===== config.mk =====
export PLATFORM = sky130hd
export DESIGN_NAME = stream_downsizer
export DESIGN_NICKNAME = d
export VERILOG_FILES = /design/src/rtl/stream_downsizer.sv
export SDC_FILE = /design/constraint.sdc
export NUM_CORES = 1
export LEC_CHECK = 0
export CORE_ASPECT_RATIO = 0.5
export CORE_MARGIN = 3
export CORE_UTILIZATION = 62
export CTS_CLUSTER_DIAMETER = 50
export DETAILED_ROUTE_END_ITERATION = 8
export DONT_BUFFER_PORTS = 1
export GPL_TIMING_DRIVEN = 1
export PLACE_DENSITY_LB_ADDON = 0.2
export SYNTH_ARGS = -nofsm -noshare
export SYNTH_HDL_FRONTEND = slang
export SYNTH_SLANG_ARGS = --single-unit

===== constraint.sdc =====
create_clock -name clk -period 2.7 [get_ports clk]
set_input_delay 0.135 -clock clk [delete_from_list [all_inputs] [get_ports clk]]
set_output_delay 0.135 -clock clk [all_outputs]
set_load 0.03 [all_outputs]

===== src/rtl/stream_downsizer.sv =====
// stream_downsizer: splits each wide valid/ready word into up to RATIO narrow beats, LSB slice first
module stream_downsizer #(
  parameter int IN_WIDTH = 32,
  parameter int OUT_WIDTH = 8,
  localparam int RATIO = IN_WIDTH / OUT_WIDTH,
  localparam int CW = $clog2(RATIO) + 1
) (
  input  logic                 clk,
  input  logic                 rst,
  input  logic                 s_vld,
  output logic                 s_rdy,
  input  logic [IN_WIDTH-1:0]  s_pld,
  input  logic [CW-1:0]        s_len,
  output logic                 m_vld,
  input  logic                 m_rdy,
  output logic [OUT_WIDTH-1:0] m_pld,
  output logic                 m_last,
  output logic [CW-2:0]        m_idx
);
  typedef enum logic {IDLE, BUSY} state_t;
  state_t r_state, w_next;
  logic [IN_WIDTH-1:0] r_word;
  logic [CW-2:0] r_idx;
  logic [CW-1:0] r_len, w_len;
  logic w_beat, w_done, w_take;
  assign m_vld = r_state == BUSY;
  assign m_idx = r_idx;
  assign m_pld = r_word[r_idx*OUT_WIDTH +: OUT_WIDTH];
  assign m_last = m_vld && ({1'b0, r_idx} == r_len - 1'b1);
  assign w_beat = m_vld && m_rdy;
  assign w_done = w_beat && m_last;
  assign s_rdy = !rst && (r_state == IDLE || w_done);
  assign w_take = s_vld && s_rdy;
  assign w_len = (s_len == '0 || s_len > CW'(RATIO)) ? CW'(RATIO) : s_len;
  // next state: a new word always wins, otherwise the final beat returns to idle
  always_comb begin
    w_next = w_take ? BUSY : (w_done ? IDLE : r_state);
  end
  // state, captured word and beat position
  always_ff @(posedge clk) begin
    if (rst) begin
      r_state <= IDLE;
      r_word <= '0;
      r_idx <= '0;
      r_len <= '0;
    end else begin
      r_state <= w_next;
      if (w_take) begin
        r_word <= s_pld;
        r_len <= w_len;
        r_idx <= '0;
      end else if (w_beat) begin
        r_idx <= r_idx + 1'b1;
      end
    end
  end
endmodule


==> impl_metrics.ini <==
[outcome]
status = finished clean

[pwr]
comb_power_share_pct = 15.2
ir_worst_vdd_mv = 0.4383
switching_share_pct = 24.25
power_density_mw_per_mm2 = 556.4
p_leak_uw = 0.0009692
power_frac_seq_pct = 48.0
p_int_uw = 975.0
power.switching_uw = 312.2
pwr-share-clk_pct = 36.8

[synth]
syn-num-nets = 232
synth_area_per_cell_um2 = 10.53
synthCells = 191
ys_seq_area_share_pct = 37.81
synth_area_mm2 = 0.002012
yosys.area.top_type_share_pct = 37.81
yosysUniqueCellTypes = 26
ys_top_cells_by_area = dfxtp_1, nand2b_1, mux2i_1, mux4_2, buf_8
ys_warn_count = 0
synth_seq_cells = 38
synth_top_cell_by_area = dfxtp_1

[worst_setup_path]
startpoint = r_len[0]
reg2reg_depth = 6
start_kind = flip-flop
crit_fanout = 19
timing.rr.end = r_word[0]
arrival_ps = 2480
critPathKind = flip-flop to flip-flop
end_kind = flip-flop
reg2reg_from = r_len[0]
crit_path_end = r_word[0]
reg2reg_slack_ps = 440
worstPathRequired_ps = 2920

[drt]
wl_per_cell_um = 16.52
avgViaCountPerCell = 5.522
drc_errors = 0
drt_iter0_drc = 27
wirelength_um = 4081
route.antenna.remaining_nets = 0
vias = 1364
dr.pass1.iters = 3

[timing]
fin_setup_tns_ps = 0
maxSlewViolCount = 0
skew_ps = 6.596
hold_viol_final = 0
max_freq_ghz = 0.4425
tightest_slew_ps = 590.4
setup_viol = 0
finalCriticalPeriod_ps = 2260
slew-limit-headroom_pct = 60.64
final.period_utilization_pct = 83.70
rsz0062_at_grt = no

[cts]
cts_sinks = 38
root_buffer = clkbuf_8
post_cts_resized = 0
cts_tree = done
hold_buffers = 18
clk_pin_slew_ps = 80
post-cts-setup-buffers = 0
clk_path_buf_depth = 2
cts_buffers = 5
h-tree-depth = 2
clk-insertion-delay-late_ps = 300

[floorplanning]
die_area_mm2 = 0.004006
core_area_mm2 = 0.002830
fp.dieH_um = 46.28
initial_core_util_pct = 71.09
num_rows = 13
dieWidth_um = 86.56
num_io_pins = 52

[placed_design]
place_hpwl_um = 2545
port_buffers = 0
gp_congestion = 0.7127
place_area_mm2 = 0.002007

[global_routing]
grt_max_degree = 73
grtUsageTotal_pct = 22.87
first_global_vias = 1417
grt_overflow_total = 0
antenna_found_initial = 0
grt_pass1_wl_um = 6658

[final_layout]
fin_nets = 250
antenna_cells = 0
area_growth_syn_to_layout_pct = 14.99
drive_above_1_share_pct = 10.48
postLayoutCellArea_mm2 = 0.002313

[job]
cap_violations = 0

[min_path]
hold_path.class = input port to flip-flop
worstHoldStart = s_vld
## worst min-delay path by stage
stage | end | slack [ps] | cells past startpoint
floorplan | r_len[0] | 270 | 2
global placement | m_vld | 210 | 1
global route | r_word[13] | 3 | 2
CTS | r_word[4] | 0.3 | 2
finish | m_vld | 0.1 | 2
detailed placement | m_vld | 220 | 1
## synthesized netlist by cell type (all sizes together)
master  count
nand2b     67
dfxtp      38
mux2i      34
clkbuf      8
mux4        8
buf         6
inv         5
nand2       4
ha          2
nor2        2
nor2b       2
o41ai       2
xnor2       2
xor2        2
a21oi       1
mux2        1
nand3       1
nand4b      1
nor3b       1
nor4        1
nor4b       1
o41a        1
or2         1
## through the flow
step	setup slack, ps	hold WS (ps)	std cells	total power (µW)	utilization (%)
after global placement	567.1	212.4	219	792.1	70.91
after detailed placement	473.9	216.3	219	800.1	70.91
after floorplan	619.8	273.8	191	788.3	-
after global routing	336.5	2.741	247	1344	81.74
after CTS	462.6	0.3023	245	1287	81.03
final	440.2	0.1335	247	1287	81.74
## sequential cells by signal (all words and copies together), names as in the netlist
register / flops
m_idx: 2
r_word: 32
r_len: 3
m_vld: 1
## cell families after synthesis
family | Yosys count | synth area share [%]
AO/OA/AOI/OAI | 4 | 1.679
XOR/XNOR | 4 | 2.115
adder cells (fa/ha/maj) | 2 | 1.244
buffers and inverters | 19 | 6.032
flip-flops | 38 | 37.81
multiplexers | 43 | 26.43
AND/OR/NAND/NOR | 81 | 24.69
## power groups by stage
stage,clock [µW],combinational (µW),sequential (µW)
2_1_floorplan,0,162,627
3_3_place_gp,0,164,628
3_5_place_dp,0,170,630
4_1_cts,477,192,618
5_1_grt,510,212,622
6_report,474,195,618
## cell usage in the layout, fill, tap and decap left out, drive strengths merged
cell type    synthesis  routed
mux2i               34      34
buf                  6       5
nand4b               1       1
mux2                 1       1
nor3b                1       1
nand2                4       4
a21oi                1       1
dfxtp               38      38
nor4b                1       1
dlygate4sd3          0      20
or2                  1       1
xor2                 2       2
nor2b                2       2
nor4                 1       1
mux4                 8       8
nor2                 2       2
xnor2                2       2
nand3                1       1
nand2b              67      67
ha                   2       2
bufinv               0       1
clkbuf               8       7
o41ai                2       2
o41a                 1       1
inv                  5       5
## final cells by class
type	count	area, µm²
multi-input combinational	134	1131
clock inverter	1	30.03
tap	37	46.29
sequential	38	760.7
inverter	5	18.77
fill	174	516.7
clock buffer	7	76.32
timing repair buffer	25	250.2
## layer usage
metal	vias to the layer above	global-route usage (%)	wire length, µm
met5	-	0	0
met4	0	4.969	41
met3	5	11.25	262
met2	35	41.03	2034
met1	651	25.14	1743
li1	673	-	-
## worst max-delay path: stages, from the launching register on
cell and delay [ps]:
dfxtp_1 380, inv_1 70, ha_1 330, xnor2_2 180
o41a_2 760, buf_12 270, mux2i_1 180
Note: power is estimated with default switching activity, not from simulation.
